===== src/rtl/counter_adv.sv =====
// Up/down counter with WRAP, SATURATE and ONESHOT overrun handling.
// Optional load path is compiled in only when COUNTER_ADV_LOAD_EN is defined.
module counter_adv #(
  parameter int unsigned DATA_WIDTH = 8,
  parameter int unsigned COUNT_FROM = 0,
  parameter int unsigned COUNT_TO   = 255,
  parameter int unsigned STEP       = 1,
  parameter string       MODE       = "WRAP"
) (
  input  logic                  clk,
  input  logic                  rst,
  input  logic                  en,
  input  logic                  dir,
  input  logic                  clr,
  input  logic                  load,
  input  logic [DATA_WIDTH-1:0] load_value,
  output logic [DATA_WIDTH-1:0] out,
  output logic                  tc,
  output logic                  done
);

  localparam bit IS_SAT = (MODE == "SATURATE");
  localparam bit IS_ONE = (MODE == "ONESHOT");

  localparam logic [DATA_WIDTH-1:0] FROM_V = DATA_WIDTH'(COUNT_FROM);
  localparam logic [DATA_WIDTH-1:0] TO_V   = DATA_WIDTH'(COUNT_TO);
  localparam logic [DATA_WIDTH:0]   STEP_X = (DATA_WIDTH+1)'(STEP);
  localparam logic [DATA_WIDTH:0]   FROM_X = {1'b0, FROM_V};
  localparam logic [DATA_WIDTH:0]   TO_X   = {1'b0, TO_V};

  logic [1:0]            sync_q;
  logic                  run;
  logic [DATA_WIDTH-1:0] out_q, out_d;
  logic                  tc_q, tc_d;
  logic                  done_q, done_d;
  logic                  sat_q, sat_d;

  logic        [DATA_WIDTH:0]   up_next;
  logic signed [DATA_WIDTH:0]   dn_next;
  logic                         overrun;
  logic        [DATA_WIDTH-1:0] step_val;
  logic        [DATA_WIDTH-1:0] bound_dir;
  logic        [DATA_WIDTH-1:0] bound_opp;

  // Release is taken from the first stage so counting resumes on the second edge.
  always_ff @(posedge clk or negedge rst) begin
    if (!rst) sync_q <= 2'b00;
    else      sync_q <= {sync_q[0], 1'b1};
  end

  assign run = sync_q[0] | sync_q[1];

  assign up_next   = {1'b0, out_q} + STEP_X;
  assign dn_next   = $signed({1'b0, out_q}) - $signed(STEP_X);
  assign overrun   = dir ? (dn_next < $signed(FROM_X)) : (up_next > TO_X);
  assign step_val  = dir ? dn_next[DATA_WIDTH-1:0] : up_next[DATA_WIDTH-1:0];
  assign bound_dir = dir ? FROM_V : TO_V;
  assign bound_opp = dir ? TO_V : FROM_V;

`ifdef COUNTER_ADV_LOAD_EN
  logic [DATA_WIDTH-1:0] load_clamped;

  always_comb begin
    load_clamped = load_value;
    if (load_value < FROM_V)    load_clamped = FROM_V;
    else if (load_value > TO_V) load_clamped = TO_V;
  end
`else
  logic load_unused;
  assign load_unused = ^{load, load_value};
`endif

  // sat_q marks a saturated run so repeated overruns at the same bound stay silent.
  always_comb begin
    out_d  = out_q;
    tc_d   = 1'b0;
    done_d = done_q;
    sat_d  = sat_q;
    if (!run) begin
      out_d = out_q;
    end else if (clr) begin
      out_d  = bound_opp;
      done_d = 1'b0;
      sat_d  = 1'b0;
`ifdef COUNTER_ADV_LOAD_EN
    end else if (load) begin
      out_d  = load_clamped;
      done_d = 1'b0;
      sat_d  = 1'b0;
`endif
    end else if (en && !(IS_ONE && done_q)) begin
      if (!overrun) begin
        out_d = step_val;
        sat_d = 1'b0;
      end else if (IS_SAT) begin
        out_d = bound_dir;
        tc_d  = !(sat_q && (out_q == bound_dir));
        sat_d = 1'b1;
      end else if (IS_ONE) begin
        out_d  = bound_dir;
        tc_d   = 1'b1;
        done_d = 1'b1;
      end else begin
        out_d = bound_opp;
        tc_d  = 1'b1;
      end
    end
  end

  always_ff @(posedge clk or negedge rst) begin
    if (!rst) begin
      out_q  <= FROM_V;
      tc_q   <= 1'b0;
      done_q <= 1'b0;
      sat_q  <= 1'b0;
    end else begin
      out_q  <= out_d;
      tc_q   <= tc_d;
      done_q <= done_d;
      sat_q  <= sat_d;
    end
  end

  assign out  = out_q;
  assign tc   = tc_q;
  assign done = done_q;

endmodule

===== config.mk =====
export PLATFORM = sky130hd
export DESIGN_NAME = counter_adv
export DESIGN_NICKNAME = d
export VERILOG_FILES = /design/src/rtl/counter_adv.sv
export SDC_FILE = /design/constraint.sdc
export NUM_CORES = 1
export LEC_CHECK = 0
export CAP_MARGIN = 20
export CORE_MARGIN = 5
export CORE_UTILIZATION = 25
export CTS_CLUSTER_DIAMETER = 200
export DETAILED_ROUTE_END_ITERATION = 6
export PLACE_DENSITY = 0.55
export RECOVER_POWER = 50
export SLEW_MARGIN = 20
export SYNTH_ARGS = -nofsm -noshare
export SYNTH_HDL_FRONTEND = slang
export SYNTH_SLANG_ARGS = --single-unit

===== constraint.sdc =====
create_clock -name clk -period 2.35 [get_ports clk]
set_clock_uncertainty 0.15 [all_clocks]
set_input_delay 0.5875 -clock clk [delete_from_list [all_inputs] [get_ports clk]]
set_output_delay 0.5875 -clock clk [all_outputs]
set_load 0.03 [all_outputs]

# == After elaboration in Yosys (flattened, before gate mapping) ==
# Index checks and enable logic that the tools add are counted.
# op_classes
addsub,2
n_lt_le_gt_ge,2
muxes,10
n_bitwise,1
reduce_logical,2
# op_table
operator,count
8-bit 2-to-1 mux,5
8-bit by 1-bit adder with 9-bit output (second input constant),1
9-bit by 8-bit greater-than comparator with 1-bit output (second input constant),1
9-bit by 1-bit less-than comparator with 1-bit output (second input constant),1
8-bit by 1-bit subtractor with 9-bit output (second input constant),1
1-bit 2-to-1 mux,5
2-bit AND reduction,1
2-bit nonzero test,1
1-bit bitwise OR,1
# totals
regBits,11
input_bits,14
out_inout_bits,10
elab_cells,20

# == Logic depth before layout (Yosys ltp) ==
# depth
depth_word,7
depth_mapped,7
ltp_nobuf,7

# == Least setup slack after synthesis ==
# OpenSTA, ideal clock, no wires.
# synth_timing
path_type,register -> register
start,"register out_q[0], in the netlist out[0]"
end,"register out_q[6], in the netlist out[6]"
setup_ps,124
arrival_ps,2184
required_time_ps,2076
path_slack_ps,-108
path_stages_with_launch,8
n_path_buf,0
synth_period_minus_slack_ps,2458
cell_sequence,dfrtp_1 inv_1 ha_1 nand4_1 a2111o_1 a311oi_4 a211oi_1 a211o_1
# synth_via
elab_chain_cells,6
elab_cells_between_ends,9
cone_classes,add/sub: 2; order compare: 2; mux: 5
# synth_lines
item,line,rtl
"start, declared",33,"logic [DATA_WIDTH-1:0] out_q, out_d;"
"start signal, assigned",117,out_q <= out_d;
8-bit by 1-bit adder with 9-bit output or 8-bit by 1-bit subtractor with 9-bit output (tied branches),"53, 54",
9-bit by 8-bit greater-than comparator with 1-bit output or 9-bit by 1-bit less-than comparator with 1-bit output (tied branches),55,assign overrun = dir ? (dn_next < $signed(FROM_X)) : (up_next > TO_X);
1-bit 2-to-1 mux,55,
8-bit 2-to-1 mux *,92,if (!overrun) begin
8-bit 2-to-1 mux *,91,end else if (en && !(IS_ONE && done_q)) begin
8-bit 2-to-1 mux *,81,end else if (clr) begin
# Mark *: on every way between the ends. The rest lies on a longest branch, timed or not. The select of a mux whose other input is x is not followed.
# A chain may end at the register's enable or synchronous reset.

# == Worst setup path in the final report ==
# layout_timing
start,"register out_q[5], in the netlist out[5]"
end,output port out[5]
# layout_rtl
item,line,rtl
"end, declared",17,"output logic [DATA_WIDTH-1:0] out,"
# No word-level cell between the ends.

==> results.tsv <==
metric	value	unit
status	finished, final reports clean	
Tightest Pin Transition	0.501	ns
FP Rows	22	
Tot GR Track Use	10.1	%
initial antenna violation count	0	
Rel. slew slack	66.5	%
Detailed Place HPWL	2040	um
Post-CTS Setup Bufs	0	
worst min path class	reg2reg	
Pwr Density	722	nW/um^2
register area share after synthesis	29.5	%
htree depth	1	
startpoint types	flop	
Setup violations, final	0	
maxcap violations	0	
Iter 0 DRT Violations	47	
switching pwr	0.387	mW
Worst-path clk slew	0.05	ns
DRT Wirelength	2540	um
Post-synth ARST share	100	%
CTS tree	done	
crit path DAT	1.55	ns
DIE HEIGHT	71.1	um
Area contributors post-synth	dfrtp_1 (29%), ha_1 (4.0%), a211oi_1 (3.2%)	
cell taking the most area after synthesis	dfrtp_1	
PortBufs	13	
slowest cell on the critical path	clkdlybuf4s50_1	
syn_area_per_cell	8.97	sq um
count leader, synth	dfrtp_1	
synthesized instance count	104	
Internal Power	0.600	mW
crit-path max cell delay	0.66	ns
Final ANT Viol Nets	0	
number of synthesized register bits	11	
Final Hold Slack	0.258	ns
# placed instances	186	
leakage	0.568	nW
period utilization	97.5	%
design area	1370	sq um
drt wl/cell	13.3	um
CP endpoint kind	output pin	
Setup TNS	0	ns
drt drc	0	
share of layout cells above drive strength 1	33.8	%
share of the synthesized area in the top cell type	29.5	%
Die X-Extent	71.1	um
core region area	3630	sq um
combinational power share	51.9	%
drt first pass iters	4	
Req. time, crit path	1.61	ns
ys flop type	dfrtp_1	
grt ovf	0	
Initial Util	25.7	%
Root Buffer Master	clkbuf_8	
WS Path Type	reg2out	
CTS Buf Count	3	
detailed-route via count	959	
Final Hold Viols	0	
number of diodes	0	
die footprint	5060	sq um
CP Max Fanout	8	
RePlAce Congestion	0.808	
Top-Level Pins	24	
reg-to-reg setup timing slack	0.13	ns
Reg power frac	29.2	%
Via density	5.05	
Cell Area, Placed	1290	sq um
Clock Latency Late Sink	0.23	ns
vias in the first global route	957	
Sw Ratio	39.2	%
area grow syn2layout	46.5	%
crit-path cells	buf_4 > clkdlybuf4s50_1	
setup ws final	0.0583	ns
Mapped Area	933	sq um
Sink Count	11	
post-synth cell types	47	
largest net degree at the start of global routing	12	
minimum clock period	2.29	ns
Clock Power Share	18.9	%
Max Transition Viols Final	0	
Commonest cells post-synth	dfrtp_1 (11), nand2_1 (6), a21oi_1 (5)	
Max Fclk	436	MHz
Synth Net Count	121	
Final Util	37.6	%
Tot Pwr	0.987	mW
clock buffer depth	2	
fin nets	160	
first-pass GRT wire length	4270	um
RSZ-0062 raised after global routing	false	
final std cells w/o fill	190	
number of synthesized flops with an enable pin	0	
Ys Warns	0	
Post-Place Worst Slack	-0.0938	ns
fillers	372	
VDD IR max	418	uV
final timing paths:
| kind | startpoint | depth (start not counted) | to |
|---|---|---|---|
| min in group asynchronous | rst | 1 | sync_q[0] |
| worst min register to register | sync_q[0] | 0 | sync_q[1] |
| worst max-delay path | out[5] | 2 | out[5] |
| worst min-delay path | sync_q[0] | 0 | sync_q[1] |
| max in group asynchronous | rst | 1 | out[1] |
| worst max register to register | out[0] | 8 | out[6] |
metal layers:
metal	vias to the layer above	global-route usage, %	part of all wire [%]	wire length [um]
met3	2	1.28	3.9	99
met1	458	13.4	47	1200
met5	-	0	0	0
met4	0	2.51	0.28	7
met2	28	17.3	48	1220
li1	471	-	-	-
critical path: cells and delay by family (launching register included):
kind	cells	cell delay, ns
buffers and inverters	2	0.84
DFF	1	0.48
timing repair:
item	in CTS	in global routing
endpoints found under the hold margin	0	0
hold buffers	0	0
resized for setup	0	4
endpoints found under the setup margin	0	5
cells by family after synthesis:
group           Yosys count  share of synthesized area, %
other cells               2                         0.805
fa+ha+maj                 3                          4.02
simple gates             46                          31.4
buf+inv                  10                          5.50
flops                    11                          29.5
compound gates           30                          26.5
mux                       2                          2.28
registers in the layout, indices dropped and copies added, names as in the netlist:
register,flops
out,8
tc,1
sync_q,2
area by class of cell:
class                   count  area, sq um  area share (%)
multi-input cells          83          632            46.2
well taps                  48         60.1            4.39
clock inverters             1         5.00           0.366
clock buffers               3         41.3            3.02
inverters                   4         15.0            1.10
flip-flops and latches     11          278            20.3
repair buffers             40          337            24.6
power groups by stage:
stage                     clock network, mW  logic, mW  registers [mW]
after global routing                  0.202      0.549           0.296
after CTS                             0.191      0.510           0.284
after detailed placement                  0      0.508           0.287
after global placement                    0      0.502           0.284
after floorplan                           0      0.217           0.346
final                                 0.187      0.512           0.288
layout by cell type (no fill, tap or decap), drive strengths merged, types with 3 or more instances in the layout:
| cell type | Yosys | layout |
|---|---|---|
| buf | 4 | 27 |
| clkdlybuf4s50 | 0 | 11 |
| dfrtp | 11 | 11 |
| nand2 | 6 | 6 |
| a21oi | 5 | 5 |
| nor2 | 5 | 5 |
| inv | 4 | 4 |
| o21ai | 4 | 4 |
| nand2b | 4 | 4 |
| nor3 | 4 | 4 |
| a211oi | 4 | 4 |
| or3 | 4 | 4 |
| nand4 | 3 | 3 |
| a211o | 3 | 3 |
| clkbuf | 2 | 3 |
| or4 | 3 | 3 |
| ha | 3 | 3 |
No activity file was read; power rests on OpenSTA's default activity.
